`config.mk`:
```
export PLATFORM = sky130hd
export DESIGN_NAME = dataflow_fork_buffered
export DESIGN_NICKNAME = d
export VERILOG_FILES = /design/src/rtl/dataflow_fork_buffered.sv
export SDC_FILE = /design/constraint.sdc
export NUM_CORES = 1
export LEC_CHECK = 0
export ABC_AREA = 0
export CAP_MARGIN = 20
export CORE_MARGIN = 2
export CORE_UTILIZATION = 50
export DETAILED_ROUTE_END_ITERATION = 7
export PLACE_DENSITY = 0.74
export SETUP_SLACK_MARGIN = 0.4
export SKIP_LAST_GASP = 1
export SLEW_MARGIN = 20
export SYNTH_ARGS = -nofsm -noshare
export SYNTH_HDL_FRONTEND = slang
export SYNTH_SLANG_ARGS = --single-unit
```
`constraint.sdc`:
```
create_clock -name clk -period 2.3 [get_ports clk]
set_input_delay 0.23 -clock clk [delete_from_list [all_inputs] [get_ports clk]]
set_output_delay 0.23 -clock clk [all_outputs]
set_load 0.01 [all_outputs]
```
`src/rtl/dataflow_fork_buffered.sv`:
```
// N-way stream broadcaster: one input fans out to NUM_OUTPUTS branches, each with its own FIFO,
// a per-branch enable/flush, and either a stall-on-full or a drop-on-full policy with sticky drop flags.
module dataflow_fork_buffered #(
  parameter int NUM_OUTPUTS = 2,
  parameter int DATA_WIDTH  = 33,
  parameter int DEPTH       = 4,
  parameter int BLOCKING    = 1
) (
  input  logic                              clk,
  input  logic                              nreset,
  input  logic [NUM_OUTPUTS-1:0]            i_enable,
  input  logic                              i_valid,
  output logic                              i_ready,
  input  logic [DATA_WIDTH-1:0]             i_data,
  output logic [NUM_OUTPUTS-1:0]            o_valid,
  input  logic [NUM_OUTPUTS-1:0]            o_ready,
  output logic [NUM_OUTPUTS*DATA_WIDTH-1:0] o_data,
  output logic [NUM_OUTPUTS-1:0]            o_dropped,
  input  logic                              i_clear_dropped
);

  localparam int PW = $clog2(DEPTH);
  localparam int CW = PW + 1;
  localparam logic [CW-1:0] FULL_COUNT = CW'(DEPTH);

  logic [NUM_OUTPUTS-1:0] full;
  logic [NUM_OUTPUTS-1:0] push;
  logic [NUM_OUTPUTS-1:0] pop;
  logic [NUM_OUTPUTS-1:0] drop_set;
  logic                   accept;

  // Stall decision looks only at registered fullness, so o_ready never reaches i_ready.
  assign i_ready  = nreset & ((BLOCKING != 0) ? ~|(i_enable & full) : 1'b1);
  assign accept   = i_valid & i_ready;
  assign push     = {NUM_OUTPUTS{accept}} & i_enable & ~full;
  assign pop      = o_valid & o_ready;
  assign drop_set = (BLOCKING != 0) ? '0 : ({NUM_OUTPUTS{accept}} & i_enable & full);

  for (genvar k = 0; k < NUM_OUTPUTS; k++) begin : g_branch
    logic [DATA_WIDTH-1:0] mem [DEPTH];
    logic [PW-1:0]         wr_ptr;
    logic [PW-1:0]         rd_ptr;
    logic [CW-1:0]         count;

    assign full[k]    = (count == FULL_COUNT);
    assign o_valid[k] = (count != '0);
    assign o_data[k*DATA_WIDTH +: DATA_WIDTH] = o_valid[k] ? mem[rd_ptr] : '0;

    always_ff @(posedge clk) begin
      if (push[k]) mem[wr_ptr] <= i_data;
    end

    // Disabling a branch flushes it; any pop seen on that edge is simply absorbed by the flush.
    always_ff @(posedge clk or negedge nreset) begin
      if (!nreset) begin
        wr_ptr <= '0;
        rd_ptr <= '0;
        count  <= '0;
      end else if (!i_enable[k]) begin
        wr_ptr <= '0;
        rd_ptr <= '0;
        count  <= '0;
      end else begin
        if (push[k]) wr_ptr <= wr_ptr + 1'b1;
        if (pop[k])  rd_ptr <= rd_ptr + 1'b1;
        case ({push[k], pop[k]})
          2'b10:   count <= count + 1'b1;
          2'b01:   count <= count - 1'b1;
          default: count <= count;
        endcase
      end
    end
  end

  // A new drop on the same edge as a clear request must survive.
  always_ff @(posedge clk or negedge nreset) begin
    if (!nreset) begin
      o_dropped <= '0;
    end else begin
      o_dropped <= (o_dropped & ~{NUM_OUTPUTS{i_clear_dropped}}) | drop_set;
    end
  end

endmodule
```
==> results.md <==
- Ant. Diodes: 0
- Stage delay of the slowest cell on the critical path: between 0.4 and 0.5 ns
- Kind of critical path: reg2out
- Net switching component of the power: 5.55 mW
- Number of library cell types mapped by synthesis: 28
- Post-synth top cells: sky130_fd_sc_hd__edfxtp_1, sky130_fd_sc_hd__and2_1, sky130_fd_sc_hd__mux4_2
- Area of the core: 21,700 um2
- Number of clock sinks seen by CTS: between 200 and 300
- Wire length of the first global-routing pass: 36.9 mm
- Die outline height: 152 um
- Final min period: roughly 2.5 ns
- Fmax: 408 MHz
- Clock-pin slew on the worst setup and hold paths: 0.07 ns
- 1st-iter DRT viols: 531
- Reg-to-reg critical path startpoint: g_branch[0].count[2]
- Fraction of post-synthesis cell area in the top cell type by area: 72.1%
- Slew of the pin with the lowest slew margin: 0.457 ns
- Cell-internal power: 13.6 mW
- Crit-path leading delay family: buffers and inverters
- Root cell of the clock tree: sky130_fd_sc_hd__clkbuf_16
- Detail Route Antenna Nets: 0
- Critical path, cell by cell: buf_4 -> buf_6 -> buf_12 -> buf_16 -> mux4_2 -> and2_1 -> buf_2
- Run status: finished with violations
- Ranking of synthesized cells by area: sky130_fd_sc_hd__edfxtp_1, sky130_fd_sc_hd__mux4_2, sky130_fd_sc_hd__and2_1
- Worst hold slack: 0.110 ns
- Fill cell count: 1,262
- Antenna violations before repair: 1
- Portion of the post-synthesis area used by sequential elements: 75.7%
- Worst min path class: in2async
- Required time at the endpoint of the critical path: 2.07 ns
- Final Hold Violating Endpoints: 0
- Master of the slowest instance on the critical path: sky130_fd_sc_hd__dfrtp_2
- Gr usage total: 21.0%
- Detailed-routing iteration count for the pre-antenna-repair pass: 5
- Layout cell share with drive strength beyond 1: 48.6%
- DPL Wire Length: 13.2 mm
- Share of power burned in combinational logic: 46.4%
- Worst setup skew after layout: 0.0142 ns
- Post-synthesis instance area: 11,000 um2
- Area of the die: 23,200 um2
- Slew headroom: 69.4%
- Total via count in the routed design: 5,992
- Final worst path period share: 107%
- Skew-Pair Late Insertion Delay: 0.53 ns
- Worst reg-to-reg path cell count: 7
- Largest net degree at the start of global routing: 26
- Count of final max-slew check failures: 0
- Clock network fraction of total power: 22.4%
- Width of the chip: 152 um
- Crit path arrival time: approximately 2.2 ns
- Capture instance of the worst register-to-register path: g_branch[1].count[2]
- Final RePlAce weighted congestion: 0.750
- Count leader, synth: sky130_fd_sc_hd__edfxtp_1
- Post-DR wirelength/cell: 26.0 um
- Std cell rows: 54
- Leak Pwr: 5.29 nW
- Number of buffers created by CTS: 28
- Cell accounting for the most synthesized area: sky130_fd_sc_hd__edfxtp_1
- Total wire length after detailed routing: about 27 mm
- CTS tree: built
- Sequential share of power: between 30 and 40%
- Critical-path maximum fanout: 5
- Violations in the final reports: negative setup slack
- Fraction of power spent switching nets: between 20% and 30%
- Number of I/O pins: 112
- Number of levels the H-tree was split into: 1
- # port buffers: 111
- Synthesized netlist cell count: 523
- Register bit count reported by yosys: between 200 and 300
- Count of warnings emitted by yosys: 0
- Post-route DRC: 0
- Register-to-register setup slack: between 0.2 and 0.3 ns
- Unrepaired setup endpoints after global routing: true
- Final worst-path setup slack: -0.151 ns
- GRT overflow: 0
- Max-Cap Viols: 0
- P per Cell Area: 1270 nW/um2
- Count of final setup violators: 35
- Number of buffers inserted for hold repair after clock tree synthesis: 0
- Total nets after synthesis: between 500 and 600
- Area added between synthesis and finish: 37.0%
- Async set or reset register ratio after synthesis: 5.71%
- Vias in the first global route: ~6,000
- Effective utilization at floorplan: 50.7%
- Number of synthesized flops with an enable pin: 264
- Final #Nets: 799
- Setup crit end kind: output pin
- Combined buffer and inverter count along the critical path: 5
- Detailed-route vias per instance: 5.71
- Max rail drop VDD: 0.880 mV
- Commonest register cell after synthesis: sky130_fd_sc_hd__edfxtp_1
- Mean cell area of the mapped netlist: about 21 um2
- Final sum of negative setup slack: -2.77 ns
- Startpoint types: flop
- Buffer levels on the longest clock path: 3
==> power by group through the flow <==
stage          logic [mW]  clock network [mW]  registers (mW)
5_1_grt              9.28                4.55            5.99
4_1_cts              7.30                4.30            5.97
3_3_place_gp         5.35                   0            6.08
6_report             8.89                4.30            5.97
2_1_floorplan        2.81                   0            6.02
3_5_place_dp         5.41                   0            6.11
==> per-stage QoR <==
| stage | worst slack (ns) | instance area, um2 | total power, mW | cells | utilization (%) |
|---|---|---|---|---|---|
| floorplan | 0.194 | 11000 | 8.83 | 523 | - |
| global placement | 0.150 | 12800 | 11.4 | 923 | 59.2 |
| detailed placement | 0.0612 | 12800 | 11.5 | 923 | 59.2 |
| CTS | -0.146 | 14200 | 17.6 | 1019 | 65.7 |
| global route | -0.197 | 15100 | 19.8 | 1050 | 69.4 |
| finish | -0.151 | 15100 | 19.2 | 1050 | 69.4 |
==> timing repair <==
action,CTS,global route
endpoints found under the hold margin,0,0
setup buffers,36,23
gates resized for setup,348,110
cloned,8,8
pin swaps,16,51
endpoints found under the setup margin,82,214
==> worst max-delay path by stage <==
stage | from | end | slack (ns) | cells past startpoint
floorplan | g_branch[0].count[2] | g_branch[1].count[2] | 0.19 | 7
global placement | nreset | g_branch[1].count[2] | 0.15 | 8
detailed placement | nreset | g_branch[1].count[2] | 0.06 | 8
CTS | g_branch[0].rd_ptr[0] | o_data[9] | -0.15 | 6
global route | g_branch[0].rd_ptr[0] | o_data[7] | -0.20 | 7
finish | g_branch[0].rd_ptr[0] | o_data[7] | -0.15 | 7
==> per-layer routing <==
metal / global-route usage (%) / vias to the layer above / wire length, um
met5: 0 / - / 14
met1: 28.7 / 3121 / 10500
li1: - / 2543 / -
met4: 4.01 / 2 / 662
met2: 36.1 / 283 / 14300
met3: 4.10 / 43 / 1760
==> layout make-up <==
class	count	area [um2]	area share, %
Multi-Input combinational cell	212	2750	18.2
Timing Repair Buffer	221	2740	18.2
Tap cell	280	350	2.33
Inverter	5	18.8	0.125
Sequential cell	280	8340	55.4
Clock buffer	35	748	4.97
Clock inverter	17	110	0.731
==> logic make-up after synthesis <==
logic type	count (synthesis)	share of synthesized area [%]
buffers and inverters	31	1.15
AOI/OAI and AO/OA	6	0.580
DFF	280	75.7
and+or+nand+nor	114	6.27
muxes	76	14.4
adders and majority gates	10	1.27
xor gates and xnor gates	6	0.546
==> sequential cells by signal, indices dropped and copies added (netlist names) <==
name and count:
g_branch.mem 264, g_branch.count 6, g_branch.rd_ptr 4, g_branch.wr_ptr 4
o_dropped 2
==> cell usage in the layout (no fill, tap or decap), types with 12 or more instances in the layout <==
cell type	netlist	final
sky130_fd_sc_hd__edfxtp_1	264	264
sky130_fd_sc_hd__buf_6	0	78
sky130_fd_sc_hd__mux4_2	66	66
sky130_fd_sc_hd__and2_4	0	65
sky130_fd_sc_hd__clkdlybuf4s50_1	0	42
sky130_fd_sc_hd__buf_4	0	39
sky130_fd_sc_hd__clkbuf_16	0	37
sky130_fd_sc_hd__buf_12	0	31
sky130_fd_sc_hd__nand2_1	15	15
sky130_fd_sc_hd__and2_1	79	14
sky130_fd_sc_hd__buf_2	8	12
==> worst register-to-register path, stage by stage, from the launching register on <==
cell                       delay, ns
sky130_fd_sc_hd__dfrtp_1        0.41
sky130_fd_sc_hd__nor3b_4        0.19
sky130_fd_sc_hd__a221oi_4       0.31
sky130_fd_sc_hd__nor2_2         0.07
sky130_fd_sc_hd__fa_2           0.36
sky130_fd_sc_hd__or2_4          0.23
sky130_fd_sc_hd__mux2i_2        0.18
sky130_fd_sc_hd__mux2i_1        0.22
Power figures use the tool's default switching activity.
